## config.mk

```make
export PLATFORM = sky130hd
export DESIGN_NAME = tm1638_phy
export DESIGN_NICKNAME = d
export VERILOG_FILES = /design/src/rtl/tm1638_phy.sv
export SDC_FILE = /design/constraint.sdc
export NUM_CORES = 1
export LEC_CHECK = 0
export CAP_MARGIN = 20
export CORE_MARGIN = 8
export CORE_UTILIZATION = 30
export DETAILED_ROUTE_END_ITERATION = 8
export HOLD_SLACK_MARGIN = 0.06
export PLACE_DENSITY = 0.49
export SYNTH_ARGS = -nofsm -noshare
export SYNTH_HDL_FRONTEND = slang
export SYNTH_SLANG_ARGS = --single-unit
export TNS_END_PERCENT = 10
```

## constraint.sdc

```tcl
create_clock -name clk -period 2.09 [get_ports clk]
set_clock_uncertainty 0.1 [all_clocks]
set_input_delay 0.5225 -clock clk [delete_from_list [all_inputs] [get_ports clk]]
set_output_delay 0.5225 -clock clk [all_outputs]
set_load 0.01 [all_outputs]
```

## src/rtl/tm1638_phy.sv

```systemverilog
// rtl/tm1638_phy.sv - TM1638 bit-level serial engine (SCLK timing, DIO direction, LSB-first shifting)
module tm1638_phy #(
  parameter int HALF_PERIOD = 16
) (
  input  logic       clk,
  input  logic       rst,
  input  logic       data_latch,
  input  logic [7:0] data_in,
  input  logic       rw,
  output logic [7:0] data_out,
  output logic       busy,
  output logic       sclk,
  output logic       dio_out,
  output logic       dio_oe,
  input  logic       dio_in
);

  localparam int DW = (HALF_PERIOD > 1) ? $clog2(HALF_PERIOD) : 1;
  localparam logic [DW-1:0] DIV_LAST = DW'(HALF_PERIOD - 1);

  typedef enum logic [1:0] {
    IDLE = 2'd0,
    LOW  = 2'd1,
    HIGH = 2'd2
  } state_t;

  state_t        state_q, state_d;
  logic [DW-1:0] div_q, div_d;
  logic [2:0]    bit_q, bit_d;
  logic [7:0]    shift_q, shift_d;
  logic          rw_q, rw_d;
  logic          oe_q, oe_d;
  logic [7:0]    dout_q, dout_d;

  // State and datapath registers; rst abandons any transfer without touching data_out beyond clearing it.
  always_ff @(posedge clk) begin
    if (rst) begin
      state_q <= IDLE;
      div_q   <= '0;
      bit_q   <= '0;
      shift_q <= '0;
      rw_q    <= 1'b1;
      oe_q    <= 1'b1;
      dout_q  <= '0;
    end else begin
      state_q <= state_d;
      div_q   <= div_d;
      bit_q   <= bit_d;
      shift_q <= shift_d;
      rw_q    <= rw_d;
      oe_q    <= oe_d;
      dout_q  <= dout_d;
    end
  end

  // Next-state logic: latch in IDLE, half-period divider in LOW/HIGH, sample on SCLK rise, shift after HIGH.
  always_comb begin
    state_d = state_q;
    div_d   = div_q;
    bit_d   = bit_q;
    shift_d = shift_q;
    rw_d    = rw_q;
    oe_d    = oe_q;
    dout_d  = dout_q;
    case (state_q)
      IDLE: begin
        if (data_latch) begin
          shift_d = data_in;
          rw_d    = rw;
          oe_d    = rw;
          bit_d   = '0;
          div_d   = '0;
          state_d = LOW;
        end
      end
      LOW: begin
        if (div_q == DIV_LAST) begin
          div_d   = '0;
          state_d = HIGH;
          // Read bits arrive LSB first; inserting at bit 7 and shifting right leaves them in order.
          if (!rw_q) shift_d = {dio_in, shift_q[7:1]};
        end else begin
          div_d = div_q + DW'(1);
        end
      end
      HIGH: begin
        if (div_q == DIV_LAST) begin
          div_d = '0;
          if (rw_q) shift_d = {1'b1, shift_q[7:1]};
          if (bit_q == 3'd7) begin
            state_d = IDLE;
            if (!rw_q) dout_d = shift_q;
          end else begin
            bit_d   = bit_q + 3'd1;
            state_d = LOW;
          end
        end else begin
          div_d = div_q + DW'(1);
        end
      end
      default: state_d = IDLE;
    endcase
  end

  assign busy     = (state_q != IDLE);
  assign sclk     = (state_q != LOW);
  assign dio_out  = (state_q != IDLE && rw_q) ? shift_q[0] : 1'b1;
  assign dio_oe   = oe_q;
  assign data_out = dout_q;

endmodule

```

# After elaboration in Yosys (flattened, before gate mapping)
# Index checks and enable logic that the tools add are counted.
[totals]
ff_bits = 26
input_bits = 13
out_inout_bits = 12
elab_cells = 52
[classes]
add_sub_neg = 2
eq_ne = 11
n_mux = 19
bitwise = 1
reduce_logical = 13
[ops]
columns = ["operator", "n"]
rows = [
  ["2-to-1 mux 8 bit", 5],
  ["case mux 8 bit (3 select lines)", 1],
  ["inequality test 2 bit, second input constant", 6],
  ["2-to-1 mux 3 bit", 3],
  ["2-to-1 mux 4 bit", 2],
  ["case mux 4 bit (2 select lines)", 1],
  ["AND reduction 4 bit", 2],
  ["2-to-1 mux 2 bit", 3],
  ["case mux 2 bit (3 select lines)", 1],
  ["case mux 3 bit (2 select lines)", 1],
  ["AND reduction 6 bit", 1],
  ["nonzero test 2 bit", 3],
  ["adder 4 x 1 -> 4 bit, second input constant", 1],
  ["equality test 4 bit, second input constant", 1],
  ["AND reduction 2 bit", 2],
  ["adder 3 x 1 -> 3 bit, second input constant", 1],
  ["equality test 3 bit, second input constant", 1],
  ["AND reduction 3 bit", 1],
  ["nonzero test 3 bit", 1],
  ["equality test 2 x 1 -> 1 bit, second input constant", 1],
  ["equality test 2 bit, second input constant", 1],
  ["logical NOT 2 bit", 1],
  ["2-to-1 mux 1 bit", 2],
  ["inequality test 2 x 1 -> 1 bit, second input constant", 1],
  ["other kinds (3)", 3],
]

# Logic depth before layout (Yosys ltp)
[logic_depth]
ltp_word = 4
ltp_mapped = 7
mapped_depth_nobuf = 5

# Least setup slack after synthesis
# OpenSTA, ideal clock, no wires.
[synth_path]
path_kind = "flip-flop to flip-flop"
startpoint = "register state_q[1]"
endpoint = "register shift_q[0]"
setup_ns = 0.121
t_arrival_ns = 1.544
required_ns = 1.869
slack_ns = 0.324
path_stages_with_launch = 7
n_path_buf = 1
cell_sequence = "dfxtp_1 -> inv_1 -> ha_1 -> buf_2 -> mux2i_2 -> o2111ai_4 -> mux2_4"
[synth_via]
elab_chain_len = 3
elab_cells_between_ends = 11
[synth_rtl]
columns = ["item", "line", "source"]
rows = [
  ["start, declared", "27", "state_t state_q, state_d;"],
  ["start signal, assigned", "46", "state_q <= state_d;"],
  ["equality test 2 x 1 -> 1 bit, or another cell as far along", "65", "case (state_q)"],
  ["inequality test 2 bit (no line) or nonzero test 3 bit (tied branches)", "-", ""],
  ["AND reduction 6 bit (no line)", "-", ""],
  ["end signal, assigned", "49", "shift_q <= shift_d;"],
  ["end, declared", "30", "logic [7:0] shift_q, shift_d;"],
]
# Parallel ways exist; a longest one is shown, timed or not.
# A chain may end at the register's enable or synchronous reset.

# Worst setup path in the final report
[layout_path]
startpoint = "register oe_q, in the netlist dio_oe"
endpoint = "output port dio_oe"
[layout_rtl]
columns = ["item", "line", "source"]
rows = [
  ["start, declared", "32", "logic oe_q, oe_d;"],
  ["start signal, assigned", "43", "oe_q <= 1'b1;"],
  ["start signal, assigned", "51", "oe_q <= oe_d;"],
  ["end, declared", "14", "output logic dio_oe,"],
]
# No word-level cell between the ends.

==> summary.md <==
| Metric | Value |
|---|---|
| Kind of start point of the critical path | `flip-flop` |
| Period Utilization, post-route | `a little over nine tenths` |
| Most common cell after layout, fill and taps aside | `sky130_fd_sc_hd__dfxtp_1` |
| Post-layout instance count excluding filler cells | `between 200 and 300` |
| DRC marker count from the first detailed-route iteration | `90` |
| Number of clock buffers inserted by TritonCTS | `3` |
| Port buffer count | `24` |
| Horizontal extent of the die | `about 87 um` |
| Avg Cell Area, Syn | `9.11 um2` |
| Number of enable-type register cells in the synthesized netlist | `0` |
| Via count of the first global-routing pass | `1,381` |
| Total of hold buffers inserted after clock tree synthesis | `0` |
| Critical path endpoint category | `primary output` |
| Total routing resource utilization after global routing | `a little over a tenth` |
| Post-detailed-route count of antenna-violating nets | `0` |
| Fraction of layout cells with a size suffix above 1 | `between 10% and 20%` |
| Worst-Skew Late Latency | `about 0.27 ns` |
| Clk slew on worst S/H paths | `approximately 0.090 ns` |
| Critical path's slowest cell | `sky130_fd_sc_hd__clkdlybuf4s50_1` |
| Clock root buffer master | `sky130_fd_sc_hd__clkbuf_8` |
| Data required time at the worst endpoint | `between 1 and 1.5 ns` |
| Transition time of the tightest slew-check pin | `roughly 0.47 ns` |
| Clock H-tree levels | `1` |
| Start point of the critical path | `dio_oe` |
| Count of different cell masters after synthesis | `35` |
| Pin count of the biggest net entering global routing | `20` |
| Number of cells in the design after placement | `252` |
| Count of synthesis-stage warnings from yosys | `0` |
| Post-Layout Inst Area | `around 1900 um2` |
| Post-placement cell area | `1820 um2` |
| Endpoints failing setup | `0` |
| Worst max-slew margin expressed relative to the limit | `68.9%` |
| Series of cell instances along the critical path | `clkdlybuf4s50_1` |
| Min Clock Period, post-route | `~2.0 ns` |
| Total Power Consumption | `2.09 mW` |
| Most used flip-flop cell after synthesis | `sky130_fd_sc_hd__dfxtp_1` |
| Initial DRT Pass Iterations | `4` |
| Origin of the worst min-delay path | `data_out[5]` |
| Number of clock sinks seen by CTS | `26` |
| Aggregate routed wire length | `about 3800 um` |
| Register area share after synthesis | `between 30% and 40%` |
| Crit path buffers/inverters | `1` |
| I/O pin total | `25` |
| Kind of critical path | `reg2out` |
| Maximum resistive drop on vdd | `0.676 mV` |
| Total number of nets in the final design | `approximately 210` |
| Grt total ovfl | `0` |
| Number of design rule violations left after detail routing | `0` |
| Ratio of total power to cell area | `around 1100 nW/um2` |
| Post-Syn Area | `~1500 um2` |
| Static Leakage | `approximately 0.71 nW` |
| Overall via count from detail_route | `between 1,000 and 1,500` |
| Mapped Cells | `between 150 and 200` |
| Cell taking the most area after synthesis | `sky130_fd_sc_hd__dfxtp_1` |
| Initial antenna violation count | `0` |
| Crit path largest cell delay | `0.60 ns` |
| Global-route wire length before repair | `about 6400 um` |
| Nets in the synthesized netlist | `roughly 190` |
| Row count | `25` |
| Max Root-Sink Buffers | `2` |
| Total core area | `roughly 4800 um2` |
| Share of synthesized flip-flops with an asynchronous set or reset | `0%` |
| Setup repair after global routing missed its margin | `false` |
| Worst min-delay path category | `reg2reg` |
| Starting Density | `31.4%` |
| Data arrival time of the critical path | `between 1 and 1.5 ns` |
| Clock tree from TritonCTS | `done` |
| RePlAce Congestion | `approximately 0.76` |
| Largest delay contributor family on the critical path | `buffers and inverters` |
| Area enclosed by the die boundary | `7530 um2` |
| Max Fclk | `between 500 and 600 MHz` |
| Yosys reg bits | `26` |
| Final HPWL from detailed placement | `~2900 um` |
| Run status | `finished, final reports clean` |
| Height of the die | `slightly below 90 um` |
| Max-cap check violation count | `0` |
| Highest-count cells in the layout ignoring fill and taps | `sky130_fd_sc_hd__dfxtp_1 (24), sky130_fd_sc_hd__a21oi_1 (22), sky130_fd_sc_hd__clkdlybuf4s50_1 (21)` |
| Number of failing hold endpoints at the final stage | `0` |
| Diodes inserted | `0` |
| Top area cells in the synthesized netlist | `sky130_fd_sc_hd__dfxtp_1 (35%), sky130_fd_sc_hd__a21oi_1 (7.3%), sky130_fd_sc_hd__mux2_4 (7.0%), sky130_fd_sc_hd__ha_1 (6.7%), sky130_fd_sc_hd__nand3_1 (4.0%)` |
| Largest driver fanout on the critical path | `6` |
| Post-CTS setup buffer count | `0` |
| Via density per instance | `roughly 5.2` |
| Number of max-slew violations in the final report | `0` |
| Layout overhead on the synthesized area | `26.3%` |
| Reg-to-reg critical path startpoint | `state_q[0]` |
| Routed WL per cell | `approximately 15 um` |
| Accumulated negative setup slack | `0 ns` |
| Fraction of post-synthesis cell area in the top cell type by area | `between 30% and 40%` |
==> state kept, by name (all words and copies together) (netlist names) <==
name and cells:
state_q 2, data_out 8, div_q 4, dio_oe 1, shift_q 8, bit_q 3
==> layer usage <==
metal  track usage (%)  share of wire (%)
met5                 0                  0
met1              13.1                 50
met2              16.8                 44
met4              3.29                1.5
met3              3.12                4.4
==> power by group <==
| group | total [mW] | switching, mW | internal, mW |
|---|---|---|---|
| Sequential | 0.680 | 0.0889 | 0.591 |
| Clock | 0.412 | 0.156 | 0.256 |
| Combinational | 1.00 | 0.503 | 0.499 |
| Total | 2.09 | 0.748 | 1.35 |
==> cell type report <==
cell class                 instances  area [um2]
clock inverter                     1        30.0
sequential                        26         526
inverter                           6        22.5
fill                             496        2890
timing repair buffer              33         309
clock buffer                       3        41.3
tap                               67        83.8
multi-input combinational        120         886
==> logic make-up after synthesis <==
logic type	synth area share, %
flip-flops	34.6
AND/OR/NAND/NOR	21.3
AO/OA/AOI/OAI	21.6
adder cells (fa/ha/maj)	6.66
multiplexers	9.24
buffers and inverters	6.58
==> Yosys cell counts (2+ instances only) <==
library cell,count
sky130_fd_sc_hd__dfxtp_1,26
sky130_fd_sc_hd__a21oi_1,22
sky130_fd_sc_hd__nand3_1,12
sky130_fd_sc_hd__o21ai_0,11
sky130_fd_sc_hd__nor2b_1,9
sky130_fd_sc_hd__ha_1,8
sky130_fd_sc_hd__nand2b_1,8
sky130_fd_sc_hd__o211ai_1,8
sky130_fd_sc_hd__mux2_4,7
sky130_fd_sc_hd__inv_1,6
sky130_fd_sc_hd__clkbuf_1,5
sky130_fd_sc_hd__buf_2,4
sky130_fd_sc_hd__nand2_1,4
sky130_fd_sc_hd__nand4_1,4
sky130_fd_sc_hd__buf_6,3
sky130_fd_sc_hd__nand3b_1,3
sky130_fd_sc_hd__o311ai_0,3
sky130_fd_sc_hd__mux2i_1,2
sky130_fd_sc_hd__nand4b_1,2
sky130_fd_sc_hd__nor2_1,2
sky130_fd_sc_hd__o31ai_1,2
==> worst reg2reg max path, delay by kind of cell (launching register included) <==
family | cells | cell delay (ns)
AO/OA/AOI/OAI | 1 | 0.29
adder cells (fa/ha/maj) | 1 | 0.29
buffers and inverters | 1 | 0.06
flip-flops | 1 | 0.38
multiplexers | 1 | 0.38
AND/OR/NAND/NOR | 1 | 0.30
==> metrics by stage <==
step	hold slack [ns]	setup WS (ns)	util, %
after floorplan	0.347	0.324	-
after global placement	0.373	0.0806	38.0
after detailed placement	0.374	0.0596	38.0
after CTS	0.388	-0.0656	39.5
after global routing	0.413	0.0417	39.7
final	0.385	0.129	39.7
==> timing repair <==
item / CTS / global route
endpoints found under the setup margin: 3 / 2
gates resized for setup: 4 / 4
pin swaps: 0 / 0
hold endpoints to repair: 0 / 0
==> path summary, 6_finish.rpt <==
path / endpoint / slack, ns / depth (start not counted)
worst min-delay path: data_out[5] / 0.39 / 2
worst min register to register: data_out[5] / 0.39 / 2
worst max register to register: shift_q[1] / 0.18 / 5
worst max-delay path: dio_oe / 0.13 / 1
No activity file was read; power rests on OpenSTA's default activity.
